$ cat src/rtl/lane_pack_pkg.sv
// -----------------------------------------------------------------------------
// lane_pack_pkg
// Shared definitions for the lane_packer block.
//   LP_IN_W / LP_RATIO : default beat width and beats per packed word
//   CNT_W              : lane counter width for the default ratio
//   acc_state_e        : accumulator FSM states (EMPTY / FILLING)
//   keep_mask(cnt)     : ones in bits 0..cnt (lane-valid mask of a closing word)
// -----------------------------------------------------------------------------
package lane_pack_pkg;

  localparam int LP_IN_W  = 32;
  localparam int LP_RATIO = 4;
  localparam int LP_OUT_W = LP_IN_W * LP_RATIO;
  localparam int CNT_W    = $clog2(LP_RATIO);

  typedef enum logic {
    ST_EMPTY   = 1'b0,
    ST_FILLING = 1'b1
  } acc_state_e;

  // Generic up to 32 lanes; callers size-cast down to their RATIO.
  function automatic logic [31:0] keep_mask(input int cnt);
    logic [31:0] m;
    for (int i = 0; i < 32; i++) begin
      m[i] = (i <= cnt);
    end
    return m;
  endfunction

endpackage

$ cat src/rtl/lane_packer_if.sv
// -----------------------------------------------------------------------------
// lane_packer_if
// Input beat stream and packed output word stream of lane_packer.
//   in_valid/in_ready/in_data/in_last      : narrow beat handshake
//   out_valid/out_ready/out_data/out_last  : packed word handshake
//   out_keep                               : lane-valid mask (LANE_PACK_KEEP_EN)
// Modports: slave = the packer, master = producer/consumer environment.
// -----------------------------------------------------------------------------
interface lane_packer_if #(
  parameter int IN_W  = 32,
  parameter int RATIO = 4
);
  logic                    in_valid;
  logic                    in_ready;
  logic [IN_W-1:0]         in_data;
  logic                    in_last;
  logic                    out_valid;
  logic                    out_ready;
  logic [IN_W*RATIO-1:0]   out_data;
  logic                    out_last;
`ifdef LANE_PACK_KEEP_EN
  logic [RATIO-1:0]        out_keep;
`endif

  modport slave (
    input  in_valid, in_data, in_last, out_ready,
    output in_ready, out_valid, out_data, out_last
`ifdef LANE_PACK_KEEP_EN
    , output out_keep
`endif
  );

  modport master (
    output in_valid, in_data, in_last, out_ready,
    input  in_ready, out_valid, out_data, out_last
`ifdef LANE_PACK_KEEP_EN
    , input out_keep
`endif
  );
endinterface

$ cat src/rtl/lane_accum.sv
// -----------------------------------------------------------------------------
// lane_accum
// Lane accumulator: inserts accepted beats into acc at lane cnt and reports the
// fully formed (zero-padded) word when a beat completes it.
//   clk, rst_n  : clock, async active-low reset
//   i_accept    : beat accepted this cycle
//   i_data      : beat payload
//   i_last      : beat closes the current word
//   o_complete  : accepted beat completes the word this cycle
//   o_word      : acc with the current beat inserted, lanes above cnt zero
//   o_cnt       : lane index the current beat lands in
// -----------------------------------------------------------------------------
module lane_accum
  import lane_pack_pkg::*;
#(
  parameter int IN_W  = LP_IN_W,
  parameter int RATIO = LP_RATIO
) (
  input  logic                      clk,
  input  logic                      rst_n,
  input  logic                      i_accept,
  input  logic [IN_W-1:0]           i_data,
  input  logic                      i_last,
  output logic                      o_complete,
  output logic [IN_W*RATIO-1:0]     o_word,
  output logic [$clog2(RATIO)-1:0]  o_cnt
);

  localparam int OUT_W = IN_W * RATIO;
  localparam int CW    = $clog2(RATIO);

  acc_state_e       r_state, w_state_nxt;
  logic [CW-1:0]    r_cnt,   w_cnt_nxt;
  logic [OUT_W-1:0] r_acc,   w_acc_nxt;
  logic [OUT_W-1:0] w_base;
  logic [OUT_W-1:0] w_word;
  logic             w_last_lane;

  // An EMPTY accumulator contributes nothing, so no stale lane can leak.
  always_comb begin
    w_base = '0;
    case (r_state)
      ST_FILLING: w_base = r_acc;
      default:    w_base = '0;
    endcase
    w_word = w_base;
    w_word[r_cnt*IN_W +: IN_W] = i_data;
  end

  assign w_last_lane = (r_cnt == CW'(RATIO - 1));
  assign o_complete  = i_accept & (w_last_lane | i_last);
  assign o_word      = w_word;
  assign o_cnt       = r_cnt;

  always_comb begin
    w_state_nxt = r_state;
    w_cnt_nxt   = r_cnt;
    w_acc_nxt   = r_acc;
    if (i_accept) begin
      if (o_complete) begin
        w_state_nxt = ST_EMPTY;
        w_cnt_nxt   = '0;
        w_acc_nxt   = '0;
      end else begin
        w_state_nxt = ST_FILLING;
        w_cnt_nxt   = r_cnt + 1'b1;
        w_acc_nxt   = w_word;
      end
    end
  end

  always_ff @(posedge clk or negedge rst_n) begin
    if (!rst_n) begin
      r_state <= ST_EMPTY;
      r_cnt   <= '0;
      r_acc   <= '0;
    end else begin
      r_state <= w_state_nxt;
      r_cnt   <= w_cnt_nxt;
      r_acc   <= w_acc_nxt;
    end
  end

endmodule

$ cat src/rtl/lane_packer.sv
// -----------------------------------------------------------------------------
// lane_packer
// Packs IN_W-bit beats into OUT_W = IN_W*RATIO words (lane 0 in LSBs) and
// presents them on a registered valid/ready output. in_last closes a word
// early with zero-padded upper lanes.
//   clk, rst_n : clock, async active-low reset
//   bus        : lane_packer_if.slave (beat input, packed word output)
// Optional feature macro: LANE_PACK_KEEP_EN adds out_keep (lane-valid mask).
// -----------------------------------------------------------------------------
module lane_packer
  import lane_pack_pkg::*;
#(
  parameter int IN_W  = LP_IN_W,
  parameter int RATIO = LP_RATIO
) (
  input  logic          clk,
  input  logic          rst_n,
  lane_packer_if.slave  bus
);

  localparam int OUT_W = IN_W * RATIO;
  localparam int CW    = $clog2(RATIO);

  logic             w_in_ready;
  logic             w_accept;
  logic             w_complete;
  logic [OUT_W-1:0] w_word;
  logic [CW-1:0]    w_cnt;

  logic             r_out_v;
  logic [OUT_W-1:0] r_out_q;
  logic             r_out_last_q;

  // Input may flow whenever the output slot is free or being drained now.
  assign w_in_ready = ~r_out_v | bus.out_ready;
  assign w_accept   = bus.in_valid & w_in_ready;

  lane_accum #(
    .IN_W  (IN_W),
    .RATIO (RATIO)
  ) u_accum (
    .clk        (clk),
    .rst_n      (rst_n),
    .i_accept   (w_accept),
    .i_data     (bus.in_data),
    .i_last     (bus.in_last),
    .o_complete (w_complete),
    .o_word     (w_word),
    .o_cnt      (w_cnt)
  );

  // A completing beat overrides a same-cycle drain so the slot stays full.
  always_ff @(posedge clk or negedge rst_n) begin
    if (!rst_n) begin
      r_out_v      <= 1'b0;
      r_out_q      <= '0;
      r_out_last_q <= 1'b0;
    end else if (w_complete) begin
      r_out_v      <= 1'b1;
      r_out_q      <= w_word;
      r_out_last_q <= bus.in_last;
    end else if (bus.out_ready) begin
      r_out_v      <= 1'b0;
    end
  end

`ifdef LANE_PACK_KEEP_EN
  logic [RATIO-1:0] r_out_keep_q;

  always_ff @(posedge clk or negedge rst_n) begin
    if (!rst_n) begin
      r_out_keep_q <= '0;
    end else if (w_complete) begin
      r_out_keep_q <= RATIO'(keep_mask(int'(w_cnt)));
    end
  end

  assign bus.out_keep = r_out_keep_q;
`else
  // Lane index only feeds the keep mask; unused without it.
  logic w_cnt_unused;
  assign w_cnt_unused = ^w_cnt;
`endif

  assign bus.in_ready  = w_in_ready;
  assign bus.out_valid = r_out_v;
  assign bus.out_data  = r_out_q;
  assign bus.out_last  = r_out_last_q;

endmodule

$ cat src/flat_wrapper.sv
// flat-port wrapper written by rule: the top's interface ports become plain ports
module lane_packer_flat import lane_pack_pkg::*;
#(
  parameter int IN_W  = LP_IN_W,
  parameter int RATIO = LP_RATIO
)
  (clk, rst_n, bus_in_valid, bus_in_data, bus_in_last, bus_out_ready, bus_in_ready, bus_out_valid, bus_out_data, bus_out_last);
  lane_packer_if #(.IN_W(IN_W), .RATIO(RATIO)) bus_i ();
  input  logic clk;
  input  logic rst_n;
  input wire logic [$bits(bus_i.in_valid)-1:0] bus_in_valid;
  input wire logic [$bits(bus_i.in_data)-1:0] bus_in_data;
  input wire logic [$bits(bus_i.in_last)-1:0] bus_in_last;
  input wire logic [$bits(bus_i.out_ready)-1:0] bus_out_ready;
  output wire logic [$bits(bus_i.in_ready)-1:0] bus_in_ready;
  output wire logic [$bits(bus_i.out_valid)-1:0] bus_out_valid;
  output wire logic [$bits(bus_i.out_data)-1:0] bus_out_data;
  output wire logic [$bits(bus_i.out_last)-1:0] bus_out_last;
  assign bus_i.in_valid = bus_in_valid;
  assign bus_i.in_data = bus_in_data;
  assign bus_i.in_last = bus_in_last;
  assign bus_i.out_ready = bus_out_ready;
  assign bus_in_ready = bus_i.in_ready;
  assign bus_out_valid = bus_i.out_valid;
  assign bus_out_data = bus_i.out_data;
  assign bus_out_last = bus_i.out_last;
  lane_packer #(.IN_W(IN_W), .RATIO(RATIO)) u_core (.clk(clk), .rst_n(rst_n), .bus(bus_i));
endmodule
$ cat config.mk
export PLATFORM = sky130hd
export DESIGN_NAME = lane_packer_flat
export DESIGN_NICKNAME = d
export VERILOG_FILES = /design/src/rtl/lane_pack_pkg.sv /design/src/rtl/lane_packer_if.sv /design/src/rtl/lane_accum.sv /design/src/rtl/lane_packer.sv /design/src/flat_wrapper.sv
export SDC_FILE = /design/constraint.sdc
export NUM_CORES = 1
export LEC_CHECK = 0
export CAP_MARGIN = 20
export CORE_ASPECT_RATIO = 0.8
export CORE_MARGIN = 1
export CORE_UTILIZATION = 40
export DETAILED_ROUTE_END_ITERATION = 10
export PLACE_DENSITY = 0.62
export SYNTH_ARGS = -nofsm -noshare
export SYNTH_HDL_FRONTEND = slang
export SYNTH_SLANG_ARGS = --single-unit
$ cat constraint.sdc
create_clock -name clk -period 2 [get_ports clk]
set_clock_uncertainty 0.15 [all_clocks]
set_input_delay 0.3 -clock clk [delete_from_list [all_inputs] [get_ports clk]]
set_output_delay 0.3 -clock clk [all_outputs]
set_load 0.03 [all_outputs]
==> results.md <==
* Gate power share at 0.316
* CP Class: reg -> reg
* Path type of the worst min-delay path: in -> async
* Number of global-route vias before repair at 9176
* Yosys reg bits at 261
* Final period util at 0.9983
* Reg clk slew, reported paths at 0.07 ns
* P_sw at 6.024 mW
* Clock power share at 0.293
* Core ar. at 27230 sq um
* Endpoints failing hold at 0
* Placer Congestion at 0.7986
* Clock sink count at 261
* TritonCTS clock tree: built
* FP Rows at 54
* Initial antenna violation count at 0
* Largest net degree at the start of global routing at 111
* Worst vdd ir at 0.7277 mV
* Req. time, crit path at 2.32 ns
* Post-synthesis mux area share at 0.001018
* Slew @ Worst Pin at 0.5957 ns
* Int Pwr at 10.58 mW
* Most common cell after layout, fill and taps aside: dfrtp_1
* Routed len/inst at 25.09 um
* Yosys top cell by area: dfrtp_1
* Ports at 168
* Sequential share of power at 0.391
* CTS H-tree lvls at 1
* DR iter-0 viols at 971
* Fin Setup TNS at 0 ns
* Vias per cell at 6.360
* Starting Density at 0.4062
* Chip Width at 187.9 um
* Fin. max-slew vios at 0
* Yosys warns at 0
* F_max at 500.8 MHz
* Syn Nets at 988
* Max-cap check violation count at 0
* Initial DRT Pass Iterations at 6
* Setup Viol. Count Final at 0
* Seq/Total Area, Yosys at 0.5906
* Final hold slack at 0.1511 ns
* Count of input and output buffers at 167
* Share of layout cells above drive strength 1 at 0.1873
* Adder-cell share of the synthesized area at 0.005657
* Global-route wire length before repair at 56500 um
* Number of remaining DRC errors at 0
* Post-Syn Area at 11060 sq um
* Post-Synthesis Cells at 946
* Layout filler cell count at 2367
* Fin crit period at 1.997 ns
* Compound-Gate Fraction of Synth Area at 0.3136
* Total CTS buffers at 27
* Leakage power at 6.460 nW
* Worst EP arrival at 2.31 ns
* Post-synthesis xor/xnor area fraction at 0
* Largest family of logic cells by synthesized area: compound AO/OA/AOI/OAI gates
* Sw frac at 0.3629
* Outcome: finished clean
* Max-slew headroom at 0.6016
* Congestion Overflow GR at 0
* GRT Util Overall at 0.2576
* PwrDens at 1103 nW/um^2
* Antenna-violating nets left at 0
* Unrepaired setup endpoints after global routing: true
* Netlist cell types at 34
* Total Routed Length at 37540 um
* Share of the synthesized area in the top cell type at 0.5906
* Via count at 9514
* Worst-skew pair later-pin latency at 0.54 ns
* Die area at 28320 sq um
* Synth area leaders: dfrtp_1 (59%), a31oi_1 (7.2%), a32oi_1 (6.2%), a21oi_1 (5.8%), a32o_1 (5.0%)
* HPWL Detailed at 22470 um
* Avg Inst Size Synth at 11.69 sq um
* Simple-gate portion of the synthesized area at 0.03270
* Most frequent cells in the layout: dfrtp_1 (261), dlygate4sd2_1 (130), a31oi_1 (126)
* Worst setup EP type: flop
* Fin nets at 1153
* CTS Root Cell: clkbuf_16
* P&R area growth vs syn at 36.14%
* CTS max path bufs at 3
* Startpoint types: flop
* Die Ht at 150.7 um
* Crit path max fanout at 12
* Antenna Cells at 0
cell usage after synthesis:
| master | instances |
|---|---|
| nand2_1 | 3 |
| nand3_1 | 1 |
| nor3_1 | 1 |
| o2bb2ai_1 | 1 |
| inv_2 | 2 |
| a32o_1 | 55 |
| buf_1 | 1 |
| and4_4 | 1 |
| clkbuf_2 | 2 |
| and2_1 | 35 |
| buf_2 | 56 |
| a22oi_1 | 50 |
| and4bb_1 | 1 |
| clkbuf_1 | 62 |
| buf_4 | 4 |
| dfrtp_1 | 261 |
| a22o_1 | 41 |
| o21ai_0 | 2 |
| or2_1 | 1 |
| nor3_2 | 1 |
| and4b_1 | 1 |
| nor2_1 | 2 |
| inv_1 | 4 |
| mux2_2 | 1 |
| a32oi_1 | 78 |
| buf_6 | 4 |
| nor4bb_1 | 1 |
| a211o_1 | 4 |
| a21oi_1 | 129 |
| nor2b_1 | 6 |
| ha_1 | 5 |
| a31oi_1 | 128 |
| and4_1 | 1 |
| nor3b_1 | 1 |
what timing repair did:
action | 4_1_cts | 5_1_grt
gates cloned | 4 | 6
hold buffers | 2 | 0
setup buffers | 5 | 9
gates resized for setup | 151 | 79
endpoints found under the hold margin | 242 | 0
pin swaps | 3 | 88
endpoints found under the setup margin | 289 | 202
power groups by stage:
stage / Combinational (mW) / Sequential, mW / Clock [mW]
after floorplan: 1.63 / 7.70 / 0
after global placement: 5.23 / 6.60 / 0
after detailed placement: 5.31 / 6.58 / 0
after CTS: 4.97 / 6.48 / 4.94
after global routing: 5.56 / 6.57 / 5.15
final: 5.25 / 6.49 / 4.86
logic make-up (layout without fill, tap and decap cells):
kind of cell | after synthesis | count (layout)
compound gates | 488 | 488
fa+ha+maj | 5 | 5
buf+inv | 135 | 321
flops | 261 | 261
mux | 1 | 1
simple gates | 56 | 56
sequential cells by signal, indices dropped and copies added (netlist names):
name                    count
u_core.bus.out_last         1
u_core.u_accum.r_acc      128
u_core.bus.out_valid        1
u_core.u_accum.o_cnt        2
u_core.u_accum.r_state      1
u_core.bus.out_data       128
metrics by stage:
stage / cells / area (sq um) / power, mW / setup slack, ns / utilization
after floorplan: 946 / 11070 / 9.332 / 0.02081 / -
after global placement: 1423 / 13570 / 11.83 / -0.3576 / 0.4984
after detailed placement: 1423 / 13570 / 11.88 / -0.3995 / 0.4984
after CTS: 1484 / 14460 / 16.39 / -0.07774 / 0.5311
after global routing: 1496 / 15060 / 17.28 / -0.07907 / 0.5529
final: 1496 / 15060 / 16.60 / 0.003371 / 0.5529
layer usage:
metal,share of wire,track usage
met1,0.46,0.4041
met3,0.085,0.04848
met5,0,0
met4,0.020,0.05813
met2,0.43,0.3633
final timing paths:
kind	endpoint	slack, ns	from	depth (start not counted)
max	u_core.u_accum.r_acc[76]	0.003	u_core.u_accum.o_cnt[1]	7
min	u_core.bus.out_data[60]	0.15	rst_n	2
max reg2reg	u_core.u_accum.r_acc[76]	0.003	u_core.u_accum.o_cnt[1]	7
min reg2reg	u_core.u_accum.r_acc[107]	0.34	u_core.u_accum.r_acc[107]	1
max in group asynchronous	u_core.u_accum.r_acc[69]	0.83	rst_n	3
min in group clk	u_core.u_accum.r_acc[107]	0.34	u_core.u_accum.r_acc[107]	1
layout make-up:
class,count,area (sq um),area share
flip-flops and latches,261,6531,0.4338
multi-input cells,550,4315,0.2866
repair buffers,265,2875,0.1910
clock buffers,40,794.5,0.05277
well taps,364,455.4,0.03025
clock inverters,10,58.81,0.003906
inverters,6,25.02,0.001662
worst max-delay path, stage by stage (launching register included):
cell	delay, ns
dfrtp_1	0.41
inv_2	0.08
ha_4	0.29
nor3b_4	0.26
buf_12	0.17
and2_4	0.22
buf_12	0.16
a32o_1	0.17
Power figures use the tool's default switching activity.
